[src/rtl/ascii_dec_parser.sv]
// ascii_dec_parser: parses ASCII decimal text from a UART receiver into an 8-bit value.
// Optional echo of the decoded byte through the UART transmitter when ASCII_DEC_PARSER_TX_EN is defined.
module ascii_dec_parser #(
    parameter int unsigned MAX_DIGITS = 3,
    parameter logic [7:0]  TERM_CR    = 8'h0D,
    parameter logic [7:0]  TERM_LF    = 8'h0A
) (
    input  logic       clk,
    input  logic       rst_n,
    input  logic [7:0] rx_data,
    input  logic       rx_done,
    input  logic       tx_done,
    output logic       tx_start,
    output logic [7:0] tx_char,
    output logic [7:0] value,
    output logic       value_valid,
    output logic       err,
    output logic       busy
);

    localparam int unsigned DATA_W = 8;
    localparam int unsigned ACC_W  = 10;
    localparam int unsigned CNT_W  = 2;
    localparam int unsigned EXT_W  = 14;

    localparam logic [CNT_W-1:0] CNT_MAX = CNT_W'(MAX_DIGITS);

`ifdef ASCII_DEC_PARSER_TX_EN
    typedef enum logic [1:0] {
        ST_IDLE    = 2'd0,
        ST_ACC     = 2'd1,
        ST_WAIT_TX = 2'd2
    } state_t;
`else
    typedef enum logic [1:0] {
        ST_IDLE = 2'd0,
        ST_ACC  = 2'd1
    } state_t;
`endif

    state_t state_q;
    state_t state_d;

    logic [ACC_W-1:0]  acc_q;
    logic [ACC_W-1:0]  acc_d;
    logic [CNT_W-1:0]  cnt_q;
    logic [CNT_W-1:0]  cnt_d;
    logic              ovf_q;
    logic              ovf_d;
    logic [DATA_W-1:0] value_q;
    logic [DATA_W-1:0] value_d;
    logic              value_valid_q;
    logic              value_valid_d;
    logic              err_q;
    logic              err_d;

    logic              is_digit;
    logic              is_term;
    logic [3:0]        digit;
    logic [EXT_W-1:0]  acc_ext;
    logic [CNT_W-1:0]  cnt_inc;
    logic              ovf_new;
    logic              accept;
    logic              drop;
    logic              commit;
    logic              commit_ovf;
    logic              commit_ok;
    logic              commit_bad;
    logic              reject;
    logic [DATA_W-1:0] commit_byte;

    // Byte classification and the candidate next accumulator value.
    assign is_digit    = (rx_data >= 8'h30) && (rx_data <= 8'h39);
    assign is_term     = (rx_data == TERM_CR) || (rx_data == TERM_LF);
    assign digit       = 4'(rx_data - 8'h30);
    assign acc_ext     = EXT_W'(acc_q) * EXT_W'(10) + EXT_W'(digit);
    assign cnt_inc     = cnt_q + CNT_W'(1);
    assign ovf_new     = ovf_q | (acc_ext > EXT_W'(255));

`ifdef ASCII_DEC_PARSER_TX_EN
    assign accept      = rx_done && (state_q != ST_WAIT_TX);
    assign drop        = rx_done && (state_q == ST_WAIT_TX);
`else
    assign accept      = rx_done;
    assign drop        = 1'b0;
`endif

    assign commit      = accept && ((is_digit && (cnt_inc == CNT_MAX)) ||
                                    (is_term && (cnt_q != '0)));
    assign commit_ovf  = is_digit ? ovf_new : ovf_q;
    assign commit_ok   = commit && !commit_ovf;
    assign commit_bad  = commit && commit_ovf;
    assign reject      = accept && !is_digit && !is_term;
    assign commit_byte = is_digit ? acc_ext[DATA_W-1:0] : acc_q[DATA_W-1:0];

`ifdef ASCII_DEC_PARSER_TX_EN
    logic              tx_start_q;
    logic              tx_start_d;
    logic [DATA_W-1:0] tx_char_q;
    logic [DATA_W-1:0] tx_char_d;
    logic              busy_q;
    logic              busy_d;
`else
    logic unused_tx_done;
    assign unused_tx_done = tx_done;
`endif

    // State and datapath registers.
    always_ff @(posedge clk) begin
        if (!rst_n) begin
            state_q       <= ST_IDLE;
            acc_q         <= '0;
            cnt_q         <= '0;
            ovf_q         <= 1'b0;
            value_q       <= '0;
            value_valid_q <= 1'b0;
            err_q         <= 1'b0;
`ifdef ASCII_DEC_PARSER_TX_EN
            tx_start_q    <= 1'b0;
            tx_char_q     <= '0;
            busy_q        <= 1'b0;
`endif
        end else begin
            state_q       <= state_d;
            acc_q         <= acc_d;
            cnt_q         <= cnt_d;
            ovf_q         <= ovf_d;
            value_q       <= value_d;
            value_valid_q <= value_valid_d;
            err_q         <= err_d;
`ifdef ASCII_DEC_PARSER_TX_EN
            tx_start_q    <= tx_start_d;
            tx_char_q     <= tx_char_d;
            busy_q        <= busy_d;
`endif
        end
    end

    // Next-state logic.
    always_comb begin
        state_d = state_q;
        case (state_q)
            ST_IDLE, ST_ACC: begin
                if (commit_ok) begin
`ifdef ASCII_DEC_PARSER_TX_EN
                    state_d = ST_WAIT_TX;
`else
                    state_d = ST_IDLE;
`endif
                end else if (commit_bad || reject) begin
                    state_d = ST_IDLE;
                end else if (accept && is_digit) begin
                    state_d = ST_ACC;
                end
            end
`ifdef ASCII_DEC_PARSER_TX_EN
            ST_WAIT_TX: begin
                if (tx_done) begin
                    state_d = ST_IDLE;
                end
            end
`endif
            default: state_d = ST_IDLE;
        endcase
    end

    // Datapath and output next values; every output leaves through a flop.
    always_comb begin
        acc_d         = acc_q;
        cnt_d         = cnt_q;
        ovf_d         = ovf_q;
        value_d       = value_q;
        value_valid_d = 1'b0;
        err_d         = drop || reject || commit_bad;
`ifdef ASCII_DEC_PARSER_TX_EN
        tx_start_d    = 1'b0;
        tx_char_d     = tx_char_q;
        busy_d        = (state_d == ST_WAIT_TX);
`endif

        if (accept && is_digit) begin
            acc_d = ACC_W'(acc_ext);
            cnt_d = cnt_inc;
            ovf_d = ovf_new;
        end

        if (commit || reject) begin
            acc_d = '0;
            cnt_d = '0;
            ovf_d = 1'b0;
        end

        if (commit_ok) begin
            value_d       = commit_byte;
            value_valid_d = 1'b1;
`ifdef ASCII_DEC_PARSER_TX_EN
            tx_start_d    = 1'b1;
            tx_char_d     = commit_byte;
`endif
        end
    end

    assign value       = value_q;
    assign value_valid = value_valid_q;
    assign err         = err_q;
`ifdef ASCII_DEC_PARSER_TX_EN
    assign tx_start    = tx_start_q;
    assign tx_char     = tx_char_q;
    assign busy        = busy_q;
`else
    assign tx_start    = 1'b0;
    assign tx_char     = '0;
    assign busy        = 1'b0;
`endif

endmodule

[config.mk]
export PLATFORM = sky130hd
export DESIGN_NAME = ascii_dec_parser
export DESIGN_NICKNAME = d
export VERILOG_FILES = /design/src/rtl/ascii_dec_parser.sv
export SDC_FILE = /design/constraint.sdc
export NUM_CORES = 1
export LEC_CHECK = 0
export CAP_MARGIN = 10
export CELL_PAD_IN_SITES_DETAIL_PLACEMENT = 1
export CELL_PAD_IN_SITES_GLOBAL_PLACEMENT = 1
export CORE_ASPECT_RATIO = 1.5
export CORE_MARGIN = 5
export CORE_UTILIZATION = 39
export DETAILED_ROUTE_END_ITERATION = 8
export PLACE_DENSITY = 0.85
export SYNTH_ARGS = -nofsm -noshare
export SYNTH_HDL_FRONTEND = slang
export SYNTH_SLANG_ARGS = --single-unit
export TNS_END_PERCENT = 30
[constraint.sdc]
create_clock -name clk -period 3.8 [get_ports clk]
set_input_delay 0.57 -clock clk [delete_from_list [all_inputs] [get_ports clk]]
set_output_delay 0.57 -clock clk [all_outputs]
set_load 0.05 [all_outputs]
==> run summary <==
Synthesis Warnings -> 0
PnR Total Power -> 0.461 mW
detailed placer's ending HPWL -> 3430 µm
max-cap violations -> 0
P_int -> 0.335 mW
CTS clock-pin slew for the worst setup and hold paths -> 0.08 ns
proportion of layout cells with a drive suffix above 1 -> 3.18%
Worst R2R Setup Slack -> 0.28 ns
NetSw -> 0.126 mW
clock buffer count from CTS -> 3
Critical Path End Type -> flop
top cells by area, synth -> dfxtp_1, ha_1, nand2_1
critical path arrival -> 3.70 ns
Detailed Route WL -> 4100 µm
DP Cell Count -> 262
Post-synth EDFFs -> 0
cell area after layout -> 1950 µm²
Filler cells -> 524
Worst Hold Path Cells -> 2
via count -> 1475
ANT nets after route -> 0
Flop pwr share -> 52.6%
Net count, final -> 256
initial antenna violation count -> 0
Final Hold Viols -> 0
1st-iter DRT viols -> 46
Ports -> 32
Die Width -> 64.3 µm
synthesis-stage register bit count -> 23
post-CTS setup buffers -> 0
Seq/Total Area, Yosys -> 26.6%
Worst Hold Class -> flop to flop
DRC viols -> 0
Comb pwr share -> 13.6%
vias in the first global route -> 1627
fraction of registers with async set/reset -> 0%
global-route usage over all layers -> 14.8%
IR drop worst, VDD -> 0.000101 V
CTS Hold Bufs -> 0
dpl ws -> 0.329 ns
TritonRoute pass-1 iters -> 4
cells on worst reg2reg path -> 11
CTS tree -> yes
Initial Util -> 40.4%
min Tclk post-route -> 3.52 ns
Root Buffer -> clkbuf_8
area occupied by multi-input gates -> 1150 µm²
FP Rows -> 29
Final Util -> 45.6%
final estimated routing congestion in global placement -> 0.810
H-tree levels -> 1
setup slack after layout -> 0.276 ns
outcome -> completed
CTS Buffer Depth -> 2
crit path max fanout -> 9
Slew @ Worst Pin -> 0.634 ns
Die ar. -> 5890 µm²
fin crit share -> 92.7%
Die H -> 91.5 µm
Diodes inserted -> 0
Crit Path Category -> flop to flop
core box area -> 4280 µm²
Worst Hold Slack -> 0.473 ns
# resized after CTS -> 0
first-pass GRT wire length -> 7010 µm
Critical Path RT -> 3.98 ns
clock power share -> 33.8%
element type at the critical path start -> flop
Post-Syn Instances -> 204
Post-Syn Area per Cell -> 8.47 µm²
Reg area -> 460 µm²
leakage power -> 0.755 nW
Setup-failing EPs final -> 0
Clock Latency Late Sink -> 0.27 ns
IO Port Bufs -> 20
Synth top area share -> 26.6%
placed inst area -> 1910 µm²
Setup Skew -> 0.00396 ns
number of non-filler instances in the completed layout -> 266
fmax -> 0.284 GHz
RSZ-0062 raised after global routing -> false
post-synthesis cell area -> 1730 µm²
Synth area leader -> dfxtp_1
Slew headroom -> 57.7%
PwrDens -> 236 nW/µm²
routed len/inst -> 15.4 µm
Slew Viols, Final -> 0
sw frac -> 27.3%
P&R area growth vs syn -> 13.0%
largest net degree at the start of global routing -> 19
gr ovfl total -> 0
Num Clock Sinks -> 23
final setup TNS -> 0 ns
ys flop type -> dfxtp_1
post-DR vias/cell -> 5.55
Unique masters post-synth -> 39
## power groups by stage
stage / clock [mW] / combinational (mW) / sequential (mW)
final: 0.156 / 0.0626 / 0.243
after global routing: 0.170 / 0.0676 / 0.243
after CTS: 0.159 / 0.0625 / 0.243
after detailed placement: 0 / 0.0623 / 0.248
after global placement: 0 / 0.0612 / 0.248
after floorplan: 0 / 0.0480 / 0.251
## worst max-delay path, cell delays in order (launching register included)
cell and delay (ns):
dfxtp_1 0.45, ha_1 0.28, ha_1 0.22, inv_1 0.07, fa_1 0.19, nand2b_1 0.13
a21oi_1 0.10, or4_1 0.52, a2111o_1 0.46, a2111o_1 0.54, and2_4 0.23, o31ai_1 0.23
## cells by family (layout without fill, tap and decap cells)
kind of cell | Yosys count | count (layout) | synth area share [%]
adders and majority gates | 23 | 23 | 17.5
DFF | 23 | 23 | 26.6
muxes | 6 | 6 | 3.48
other | 1 | 10 | 0.217
and+or+nand+nor | 67 | 67 | 19.4
xor gates and xnor gates | 12 | 12 | 6.08
buffers and inverters | 26 | 33 | 8.69
AOI/OAI and AO/OA | 46 | 46 | 18.0
## layout by cell type, fill, tap and decap left out, types with 2 or more instances in the layout
| cell type | netlist | final |
|---|---|---|
| dfxtp_1 | 23 | 23 |
| nand2_1 | 21 | 21 |
| ha_1 | 21 | 21 |
| clkdlybuf4s50_1 | 0 | 20 |
| nor2_1 | 17 | 17 |
| a21oi_1 | 13 | 13 |
| nand4_1 | 11 | 11 |
| conb_1 | 1 | 10 |
| inv_1 | 8 | 8 |
| xnor2_1 | 8 | 8 |
| o21ai_0 | 7 | 7 |
| a211oi_1 | 7 | 7 |
| mux2i_1 | 6 | 6 |
| o31ai_1 | 5 | 5 |
| xor2_1 | 4 | 4 |
| a21o_1 | 3 | 3 |
| nor3_1 | 3 | 3 |
| nand3_1 | 3 | 3 |
| o211ai_1 | 3 | 3 |
| clkbuf_8 | 0 | 3 |
| nor2b_1 | 2 | 2 |
| nor3b_1 | 2 | 2 |
| a2111o_1 | 2 | 2 |
| fa_1 | 2 | 2 |
## metal layers
| metal | vias up | GRT usage [%] | routed length [µm] |
|---|---|---|---|
| met2 | 28 | 28.6 | 2230 |
| met5 | - | 0 | 0 |
| li1 | 749 | - | - |
| met3 | 8 | 1.48 | 98 |
| met4 | 0 | 7.41 | 90 |
| met1 | 690 | 15.1 | 1680 |
## state kept, by name (all words and copies together) (netlist names)
register     count
acc_q           10
cnt_q            2
err              1
ovf_q            1
value            8
value_valid      1
## worst paths after layout
| kind | startpoint | to |
|---|---|---|
| min | value[4] | value[4] |
| max | acc_q[1] | value[5] |
| min reg2reg | value[4] | value[4] |
| max reg2reg | acc_q[1] | value[5] |
## cell usage after synthesis (2+ instances only)
cell type and n:
xnor2_1 8, nor3_1 3, o21ai_0 7, clkbuf_1 6, nor2_1 17, inv_1 8
a21o_1 3, nand3_1 3, mux2i_1 6, nor3b_1 2, ha_1 21, a2111o_1 2
o211ai_1 3, a211oi_1 7, xor2_1 4, nand4_1 11, buf_4 10, o31ai_1 5
buf_6 2, nand2_1 21, a21oi_1 13, nor2b_1 2, dfxtp_1 23, fa_1 2
## cell type report
class	count	area share, %
timing repair buffer	21	10.6
tap	46	2.95
multi-input combinational	164	59.0
clock buffer	4	2.31
sequential	23	23.6
inverter	8	1.54
Power figures use the tool's default switching activity.
